`src/rtl/tick_gen_if.sv`:
```
// Control, divisor-write and tick output bundle for tick_gen.
// The master drives enable, restart and divisor writes and receives the
// per-channel tick, square-wave and pending flags.
interface tick_gen_if #(
  parameter int unsigned NUM_CH = 3,
  parameter int unsigned CNT_W  = 31
);
  logic              en;
  logic              clr;
  logic              wr_en;
  logic [3:0]        wr_ch;
  logic [CNT_W-1:0]  wr_div;
  logic [NUM_CH-1:0] tick;
  logic [NUM_CH-1:0] sq;
  logic [NUM_CH-1:0] pend;

  modport master (
    output en, clr, wr_en, wr_ch, wr_div,
    input  tick, sq, pend
  );

  modport slave (
    input  en, clr, wr_en, wr_ch, wr_div,
    output tick, sq, pend
  );
endinterface

```
`src/rtl/tick_gen.sv`:
```
// Multi-channel programmable tick generator. Each channel divides clk by its
// active divisor D, emitting a one-cycle tick every D enabled cycles and a
// square wave toggling on each tick. New divisors are staged in a shadow
// register and take effect at the channel's next wrap (or at once if the
// channel is stopped, on a wrap-cycle write, or on clr). D = 0 stops a channel.
module tick_gen #(
  parameter int unsigned                 NUM_CH  = 3,
  parameter int unsigned                 CNT_W   = 31,
  parameter logic [NUM_CH*CNT_W-1:0]     DEF_DIV = {31'd2000000000, 31'd100000000, 31'd1048576}
) (
  input  logic     clk,
  input  logic     rst_n,
  tick_gen_if.slave bus
);

  logic [1:0]        rst_sync_q;
  logic              rst_int_n;

  logic [CNT_W-1:0]  cnt_q     [NUM_CH];
  logic [CNT_W-1:0]  cnt_d     [NUM_CH];
  logic [CNT_W-1:0]  act_div_q [NUM_CH];
  logic [CNT_W-1:0]  act_div_d [NUM_CH];
  logic [CNT_W-1:0]  shd_div_q [NUM_CH];
  logic [CNT_W-1:0]  shd_div_d [NUM_CH];
  logic [NUM_CH-1:0] pend_q, pend_d;
  logic [NUM_CH-1:0] tick_q, tick_d;
  logic [NUM_CH-1:0] sq_q, sq_d;
  logic [NUM_CH-1:0] wr_hit;
  logic [NUM_CH-1:0] wrap;
  logic [NUM_CH-1:0] running;

  // Reset asserts asynchronously and releases two clock edges later.
  always_ff @(posedge clk or negedge rst_n) begin
    if (!rst_n) begin
      rst_sync_q <= '0;
    end else begin
      rst_sync_q <= {rst_sync_q[0], 1'b1};
    end
  end

  assign rst_int_n = rst_sync_q[1];

  // Per-channel write decode and wrap detection; D = 0 is excluded before the
  // subtract so act_div - 1 never underflows.
  always_comb begin
    wr_hit  = '0;
    wrap    = '0;
    running = '0;
    for (int unsigned i = 0; i < NUM_CH; i++) begin
      wr_hit[i]  = bus.wr_en && (32'(bus.wr_ch) == i);
      running[i] = (act_div_q[i] != '0);
      wrap[i]    = bus.en && running[i] && (cnt_q[i] == (act_div_q[i] - CNT_W'(1)));
    end
  end

  // Next-state for every channel: clr, then write-on-stopped / wrap, then hold/count.
  always_comb begin
    for (int unsigned i = 0; i < NUM_CH; i++) begin
      cnt_d[i]     = cnt_q[i];
      act_div_d[i] = act_div_q[i];
      shd_div_d[i] = shd_div_q[i];
      pend_d[i]    = pend_q[i];
      tick_d[i]    = 1'b0;
      sq_d[i]      = sq_q[i];

      if (bus.clr) begin
        cnt_d[i]  = '0;
        sq_d[i]   = 1'b0;
        pend_d[i] = 1'b0;
        if (wr_hit[i]) begin
          act_div_d[i] = bus.wr_div;
          shd_div_d[i] = bus.wr_div;
        end else if (pend_q[i]) begin
          act_div_d[i] = shd_div_q[i];
        end
      end else if (wr_hit[i] && !running[i]) begin
        act_div_d[i] = bus.wr_div;
        shd_div_d[i] = bus.wr_div;
        cnt_d[i]     = '0;
        pend_d[i]    = 1'b0;
      end else if (wrap[i]) begin
        cnt_d[i]  = '0;
        tick_d[i] = 1'b1;
        sq_d[i]   = ~sq_q[i];
        pend_d[i] = 1'b0;
        if (wr_hit[i]) begin
          act_div_d[i] = bus.wr_div;
          shd_div_d[i] = bus.wr_div;
        end else if (pend_q[i]) begin
          act_div_d[i] = shd_div_q[i];
        end
      end else begin
        if (wr_hit[i]) begin
          shd_div_d[i] = bus.wr_div;
          pend_d[i]    = 1'b1;
        end
        if (bus.en && running[i]) begin
          cnt_d[i] = cnt_q[i] + CNT_W'(1);
        end
      end
    end
  end

  // Channel state registers, reset to the DEF_DIV divisors.
  always_ff @(posedge clk or negedge rst_int_n) begin
    if (!rst_int_n) begin
      for (int unsigned i = 0; i < NUM_CH; i++) begin
        cnt_q[i]     <= '0;
        act_div_q[i] <= DEF_DIV[i*CNT_W +: CNT_W];
        shd_div_q[i] <= DEF_DIV[i*CNT_W +: CNT_W];
      end
      pend_q <= '0;
      tick_q <= '0;
      sq_q   <= '0;
    end else begin
      for (int unsigned i = 0; i < NUM_CH; i++) begin
        cnt_q[i]     <= cnt_d[i];
        act_div_q[i] <= act_div_d[i];
        shd_div_q[i] <= shd_div_d[i];
      end
      pend_q <= pend_d;
      tick_q <= tick_d;
      sq_q   <= sq_d;
    end
  end

  assign bus.tick = tick_q;
  assign bus.sq   = sq_q;
  assign bus.pend = pend_q;

endmodule
```
`src/flat_wrapper.sv`:
```
// flat-port wrapper written by rule: the top's interface ports become plain ports
module tick_gen_flat 
#(
  parameter int unsigned                 NUM_CH  = 3,
  parameter int unsigned                 CNT_W   = 31,
  parameter logic [NUM_CH*CNT_W-1:0]     DEF_DIV = {31'd2000000000, 31'd100000000, 31'd1048576}
)
  (clk, rst_n, bus_en, bus_clr, bus_wr_en, bus_wr_ch, bus_wr_div, bus_tick, bus_sq, bus_pend);
  tick_gen_if #(.NUM_CH(NUM_CH), .CNT_W(CNT_W)) bus_i ();
  input  logic clk;
  input  logic rst_n;
  input wire logic [$bits(bus_i.en)-1:0] bus_en;
  input wire logic [$bits(bus_i.clr)-1:0] bus_clr;
  input wire logic [$bits(bus_i.wr_en)-1:0] bus_wr_en;
  input wire logic [$bits(bus_i.wr_ch)-1:0] bus_wr_ch;
  input wire logic [$bits(bus_i.wr_div)-1:0] bus_wr_div;
  output wire logic [$bits(bus_i.tick)-1:0] bus_tick;
  output wire logic [$bits(bus_i.sq)-1:0] bus_sq;
  output wire logic [$bits(bus_i.pend)-1:0] bus_pend;
  assign bus_i.en = bus_en;
  assign bus_i.clr = bus_clr;
  assign bus_i.wr_en = bus_wr_en;
  assign bus_i.wr_ch = bus_wr_ch;
  assign bus_i.wr_div = bus_wr_div;
  assign bus_tick = bus_i.tick;
  assign bus_sq = bus_i.sq;
  assign bus_pend = bus_i.pend;
  tick_gen #(.NUM_CH(NUM_CH), .CNT_W(CNT_W), .DEF_DIV(DEF_DIV)) u_core (.clk(clk), .rst_n(rst_n), .bus(bus_i));
endmodule
```
`config.mk`:
```
export PLATFORM = sky130hd
export DESIGN_NAME = tick_gen_flat
export DESIGN_NICKNAME = d
export VERILOG_FILES = /design/src/rtl/tick_gen_if.sv /design/src/rtl/tick_gen.sv /design/src/flat_wrapper.sv
export SDC_FILE = /design/constraint.sdc
export NUM_CORES = 1
export LEC_CHECK = 0
export CAP_MARGIN = 10
export CORE_UTILIZATION = 25
export DETAILED_ROUTE_END_ITERATION = 16
export MAX_ROUTING_LAYER = met4
export PLACE_DENSITY_LB_ADDON = 0.1
export SYNTH_ARGS = -nofsm -noshare
export SYNTH_HDL_FRONTEND = slang
export SYNTH_SLANG_ARGS = --single-unit
```
`constraint.sdc`:
```
create_clock -name clk -period 18.45 [get_ports clk]
set_input_delay 4.6125 -clock clk [delete_from_list [all_inputs] [get_ports clk]]
set_output_delay 4.6125 -clock clk [all_outputs]
set_load 0.05 [all_outputs]
```
==> key figures, run 1 <==
Outcome
  • Run status: completed

Placement
  • Port Buffers: 48
  • Placed wire-length estimate after detailed placement: 35500 microns
  • Routability cong.: 0.879
  • Total placed cells including tap cells: 2522

Setup path
  • Arrival time worst endpoint: around 8.0 ns
  • Startpoint Class: input pin
  • R2R depth: 12
  • Critical setup path kind: in2reg
  • Reg-to-Reg End: u_core.act_div_q[67]
  • Critical path data required time: 18.89 ns
  • Worst reg-to-reg setup slack: about 14 ns
  • Largest fanout of any net on the critical path: 64
  • Worst Setup End Kind: flop
  • R2R Path Start: u_core.act_div_q[62]

Routing
  • Antenna violation net count after detailed routing: 0
  • Post-route DRC: 0
  • Average wire length per cell after detail routing: 19.3 microns
  • Pre-Repair DR Iteration Count: 5
  • Final routed wirelength across all metal layers: 50100 microns
  • Iteration-0 DRC count of the detailed router: 881
  • Post-detailed-route via-to-cell ratio: 4.91
  • Total number of vias: 12700

Die
  • Standard-cell row count: 92
  • Floorplan Core Area: 63500 sq um
  • Horizontal die dimension: 256 microns
  • Num ports: 49
  • Floorplan die area: around 66000 sq um
  • Die outline height: between 200 and 300 microns
  • Effective utilization at floorplan: roughly a quarter

Synth
  • Synthesized area per cell: 9.46 sq um
  • Post-synthesis sequential element count: 290
  • Post-Syn Nets: 1760
  • Count of synthesis-stage warnings from yosys: 0
  • Number of distinct library cells after synthesis: 78
  • Post-synth EDFFs: 0
  • Netlist Area Pre-Place: 16200 sq um
  • Post-synthesis sequential area ratio: 45.3%
  • Commonest register cell after synthesis: sky130_fd_sc_hd__dfrtp_1
  • Share of synthesized flip-flops with an asynchronous set or reset: 100%
  • Number of instances in the synthesized netlist: 1711

Min path
  • Class of the worst hold path: reg2async

STA
  • Total Neg Setup Slack: 0 ns
  • Hold Violations, Final: 0
  • Final critical path time including I/O delays and setup: 7.57 ns
  • Transition time at the pin with the least slew margin: roughly 1.2 ns
  • Highest attainable clock frequency: around 130 MHz
  • RSZ-0062 raised after global routing: no
  • Total setup violations reported at the end of the flow: 0
  • Slew HR: 21.4%
  • Final critical-path share of the clock period: 41.0%
  • Clock skew after layout: approximately 0.026 ns
  • Pins over their slew limit: 0

Power
  • IR Drop Worst-Case VDD: around 0.053 mV
  • Static Leak: 0.00754 uW
  • Power density cells: 115 nW/um^2

CTS
  • Largest buffer count on any clock path: 3
  • Insertion delay of the later-clocked pin in the worst-skew pair: roughly 0.56 ns
  • Cells resized by post-CTS repair: 0
  • TritonCTS clock tree: done
  • H-tree levels: 2
  • Clock Sink Count: 290
  • Hold-fix buffers at CTS: 0
  • Post-CTS setup buffers: 0
  • Number of buffers added by the clock tree synthesis step: 39
  • Clock transition time at the flip-flop clock pins of the worst setup and hold paths: around 0.060 ns
  • Clock root buffer: sky130_fd_sc_hd__clkbuf_16

Finish
  • Number of fillers in the final layout: 6628
  • Layout cells sized above 1: between 10% and 20%
  • Number of nets in the final layout: ~1800
  • Area added between synthesis and finish: 16.3%
  • Post-route insts no fill: 2594
  • Number of antenna diodes: 0

GRT
  • Global-route wire length before repair: 78200 microns
  • Overall Global Routing Usage: 15.8%
  • Number of global-route vias before repair: 12400
  • Largest net degree at the start of global routing: 138
  • Initial antenna violation count: 0
  • Remaining Overflow, GRT: 0

Flow run
  • Number of maximum-capacitance constraint violations: 0
per-layer routing:
metal  part of all wire (%)  global-route usage, %
met1                     50                   22.7
met2                     44                   23.0
met3                    4.1                   2.06
met4                    2.0                   4.38
met5                      0                      -
final cells by class:
cell class,count,area [sq um],area share [%]
Sequential cell,290,7330,38.9
Timing Repair Buffer,66,628,3.34
Tap cell,846,1060,5.63
Clock inverter,11,200,1.06
Inverter,19,71.3,0.379
Clock buffer,61,1130,6.01
Multi-Input combinational cell,1301,8400,44.6
cell usage after synthesis (all sizes together), types with 3 or more instances:
cell | n | area (sq um)
nor2b | 10 | 62.6
a2111oi | 3 | 45.1
a2bb2oi | 62 | 543
xor2 | 102 | 893
nand3 | 68 | 340
nand2 | 269 | 1020
ha | 9 | 113
nor2 | 152 | 571
nand3b | 5 | 37.5
or3 | 16 | 100
dfrtp | 238 | 5960
a211o | 4 | 35.0
o211ai | 9 | 67.6
o2111ai | 6 | 52.6
a31oi | 8 | 50.1
nor4b | 6 | 58.8
a21oi | 28 | 140
nor3b | 11 | 87.6
o31ai | 3 | 22.5
nand4b | 8 | 76.3
dfstp | 52 | 1370
and4b | 3 | 30.0
nand4 | 23 | 144
nor3 | 43 | 220
inv | 19 | 71.3
nor4 | 45 | 343
clkbuf | 74 | 278
and4 | 7 | 61.3
o22ai | 65 | 407
a211oi | 3 | 22.5
buf | 27 | 149
o21ai | 16 | 83.8
o32ai | 4 | 35.0
nand2b | 14 | 87.6
or4 | 14 | 109
and2 | 6 | 37.5
or2 | 6 | 37.5
mux2i | 7 | 70.1
mux2 | 35 | 394
a22o | 65 | 569
xnor2 | 102 | 893
and3 | 28 | 175
layout by cell type, fill, tap and decap left out, types with 41 or more instances in the layout:
cell,count
sky130_fd_sc_hd__xor2_1,102
sky130_fd_sc_hd__a22o_1,65
sky130_fd_sc_hd__dfrtp_1,237
sky130_fd_sc_hd__clkdlybuf4s50_1,48
sky130_fd_sc_hd__nor2_1,152
sky130_fd_sc_hd__o22ai_1,65
sky130_fd_sc_hd__nor3_1,41
sky130_fd_sc_hd__nand2_1,266
sky130_fd_sc_hd__a2bb2oi_1,62
sky130_fd_sc_hd__dfstp_2,52
sky130_fd_sc_hd__nand3_1,68
sky130_fd_sc_hd__xnor2_1,102
critical path: stages:
cell and delay, ns:
sky130_fd_sc_hd__clkdlybuf4s50_1 0.81, sky130_fd_sc_hd__o41a_1 0.49, sky130_fd_sc_hd__o2111ai_1 0.20, sky130_fd_sc_hd__nor4_1 0.35, sky130_fd_sc_hd__nand4b_2 0.20, sky130_fd_sc_hd__nand2_4 0.61
sky130_fd_sc_hd__o21ai_2 0.15, sky130_fd_sc_hd__buf_4 0.28, sky130_fd_sc_hd__a22o_1 0.27
logic make-up after synthesis:
family	after synthesis	share of synthesized area, %
compound gates	305	14.4
xor+xnor	204	11.0
fa+ha+maj	9	0.696
buf+inv	120	3.08
flops	290	45.3
mux	42	2.87
other cells	1	0.0232
simple gates	740	22.6
report_power, final:
group	total, uW	leakage, uW	internal [uW]	switching (uW)
Clock	792	0.000638	492	300
Combinational	452	0.00327	216	236
Sequential	925	0.00364	767	158
Total	2170	0.00754	1480	694
worst max path at each step:
stage / startpoint / end / slack, ns / depth (start not counted)
2_1_floorplan: u_core.rst_sync_q[1] / async pin / 9.86 / 0
3_3_place_gp: bus_en / u_core.act_div_q[8] / 10.31 / 9
3_5_place_dp: bus_en / u_core.act_div_q[8] / 10.26 / 9
4_1_cts: bus_en / u_core.act_div_q[22] / 10.84 / 9
5_1_grt: bus_en / u_core.act_div_q[5] / 10.69 / 9
6_report: bus_en / u_core.act_div_q[8] / 10.88 / 9
per-stage QoR:
step                      hold WS [ns]  total power, uW  util, %  cell area [sq um]  setup slack [ns]
after floorplan                  0.331             1240        -              16200              9.86
after CTS                        0.330             2210     29.6              18800             10.84
final                            0.300             2170     29.6              18800             10.88
after global placement           0.332             1380     27.5              17500             10.31
after global routing             0.349             2300     29.6              18800             10.69
after detailed placement         0.334             1390     27.5              17500             10.26
No activity file was read; power rests on OpenSTA's default activity.
==> run 2: changes to the inputs <==
Clock period 18.45 ns to 6.5 ns, I/O delays scaled along.
==> run 2 against run 1 <==
Against the previous run: clock power rose to 2.7 times the previous value; clock skew up 0.0024 ns; register-to-register slack got worse by 12 ns; largest cell class unchanged.
==> key figures, run 2 (same netlist as run 1, synthesis figures left out) <==
Routing
  • Antenna violation net count after detailed routing: 0
  • Iteration-0 DRC count of the detailed router: 670
  • Final routed wirelength across all metal layers: about 50000 microns
  • Average wire length per cell after detail routing: 19.6 microns
  • Top layer in use: met4
  • DRT met1 WL: 25600 microns
  • Total number of vias: 12800
  • Post-detailed-route via-to-cell ratio: 4.92
  • Met2 wire length: around 22000 microns
  • Post-route DRC: 0
  • Met3 wire len: 1700 microns
  • Pre-Repair DR Iteration Count: 5

STA
  • RSZ-0062 raised after global routing: no
  • Transition time at the pin with the least slew margin: around 1 ns
  • Total setup violations reported at the end of the flow: 0
  • Slew HR: 32.4%
  • Total Neg Setup Slack: 0 ns
  • Final critical path time including I/O delays and setup: 4.66 ns
  • Final critical-path share of the clock period: 71.7%
  • Hold Violations, Final: 0
  • Clock skew after layout: 0.0286 ns
  • Pins over their slew limit: 0
  • Highest attainable clock frequency: between 200 and 250 MHz

Power
  • IR Drop Worst-Case VDD: 0.128 mV
  • Static Leak: ~0.0075 uW
  • Total Power Consumption: 6060 uW
  • Power density cells: 322 nW/um^2

GRT
  • Largest net degree at the start of global routing: 116
  • Initial antenna violation count: 0
  • Number of global-route vias before repair: roughly 13000
  • Remaining Overflow, GRT: 0
  • Global-route wire length before repair: roughly 80000 microns
  • Overall Global Routing Usage: approximately 16%

CTS
  • Post-CTS setup buffers: 0
  • Clock root buffer: sky130_fd_sc_hd__clkbuf_16
  • Number of buffers added by the clock tree synthesis step: 40
  • Largest buffer count on any clock path: 3
  • Hold-fix buffers at CTS: 0
  • Insertion delay of the later-clocked pin in the worst-skew pair: roughly 0.56 ns
  • Clock Sink Count: 290
  • TritonCTS clock tree: done
  • Clock transition time at the flip-flop clock pins of the worst setup and hold paths: 0.05 ns
  • H-tree levels: 2
  • Cells resized by post-CTS repair: 0

Finish
  • Post-layout util: 29.6%
  • Layout cells sized above 1: 11.5%
  • Area added between synthesis and finish: 16.1%
  • Post-route insts no fill: 2600
  • Most common library cell in the layout ignoring fill and taps: sky130_fd_sc_hd__nand2_1
  • Number of nets in the final layout: 1772
  • Highest-count cells in the layout ignoring fill and taps: 266 x sky130_fd_sc_hd__nand2_1, 237 x sky130_fd_sc_hd__dfrtp_1, 152 x sky130_fd_sc_hd__nor2_1
  • Number of fillers in the final layout: 6677
  • Design area: 18800 sq um

Setup path
  • Arrival time worst endpoint: a little over 5 ns
  • Ordered list of cells on the worst path: inv_1 -> ha_1 -> nor3b_1 -> nand4_1 -> nor3_1 -> mux2i_1 -> nand3b_1 -> a2bb2oi_1 -> nand4_1 -> nand2_2 -> buf_4 -> a2bb2oi_1
  • Critical setup path kind: reg2reg
  • Buffers plus inverters on the worst setup path: 2
  • Family with the most delay on the worst path: simple AND/OR/NAND/NOR gates
  • Critical path data required time: 6.94 ns
  • Startpoint Class: flop
  • Worst Setup End Kind: flop
  • Standard cell with the maximum stage delay on the critical path: sky130_fd_sc_hd__nand2_2
  • Crit-path max cell delay: between 0.6 and 0.7 ns
  • Largest fanout of any net on the critical path: 38

Placement
  • Port Buffers: between 40 and 50
  • Total placed cells including tap cells: between 2000 and 3000
  • Routability cong.: slightly below 0.9
  • Post-placement cell area: 17500 sq um
  • Placed wire-length estimate after detailed placement: ~36000 microns

Die
  • Effective utilization at floorplan: 25.5%
  • Horizontal die dimension: 256 microns
  • Floorplan die area: 65700 sq um
  • Num ports: a little under 50
  • Die outline height: roughly 260 microns
  • Floorplan Core Area: 63500 sq um
  • Standard-cell row count: between 90 and 100

Min path
  • Class of the worst hold path: reg2reg

Outcome
  • Run status: completed

Flow run
  • Number of maximum-capacitance constraint violations: 0
run 2: cell count changes in the layout (fill, tap and decap cells not counted), sizes merged:
cell,before,now
clkinv,3,8
clkbuf,61,62
clkinvlp,2,0
bufinv,5,2
buf,18,23
inv,20,19
diode,0,1
run 2: worst register-to-register path, delay by kind of cell (launching register included):
kind                     cells  cell delay [ns]
AO/OA/AOI/OAI                2             0.37
adder cells (fa/ha/maj)      1             0.29
buffers and inverters        2             0.49
flip-flops                   1             0.49
multiplexers                 1             0.24
AND/OR/NAND/NOR              6             2.68
run 2: area by class of cell:
cell class	count	area, sq um	share of cell area, %
Multi-Input combinational cell	1301	8400	44.7
Sequential cell	290	7330	39.0
Clock buffer	62	1140	6.10
Tap cell	846	1060	5.64
Timing Repair Buffer	71	666	3.55
Clock inverter	10	111	0.593
Inverter	19	71.3	0.380
Antenna cell	1	2.50	0.0133
run 2: report_power, final:
| group | switching (uW) | internal, uW |
|---|---|---|
| clock network | 851 | 1290 |
| registers | 449 | 2180 |
| logic | 672 | 617 |
| total | 1970 | 4080 |
run 2: stage by stage:
step	hold slack (ns)	worst slack, ns
detailed placement	0.336	1.54
global placement	0.331	1.56
finish	0.347	1.84
CTS	0.348	1.81
floorplan	0.331	1.80
global route	0.352	1.46
run 2: worst paths after layout:
kind / from / slack [ns] / cells after the start / endpoint
setup / recovery: u_core.act_div_q[62] / 1.84 / 12 / u_core.act_div_q[78]
hold / removal: u_core.rst_sync_q[0] / 0.35 / 0 / u_core.rst_sync_q[1]
setup reg to reg: u_core.act_div_q[62] / 1.84 / 12 / u_core.act_div_q[78]
hold reg to reg: u_core.rst_sync_q[0] / 0.35 / 0 / u_core.rst_sync_q[1]
max in group asynchronous: u_core.rst_sync_q[1] / 4.76 / 1 / async pin
min in group asynchronous: u_core.rst_sync_q[1] / 0.37 / 0 / u_core.cnt_q[45]
run 2: routing by layer:
layer | vias to the layer above | GRT usage [%]
met5 | - | -
met4 | 0 | 4.10
met3 | 70 | 2.46
met2 | 204 | 23.6
met1 | 6349 | 23.0
li1 | 6172 | -
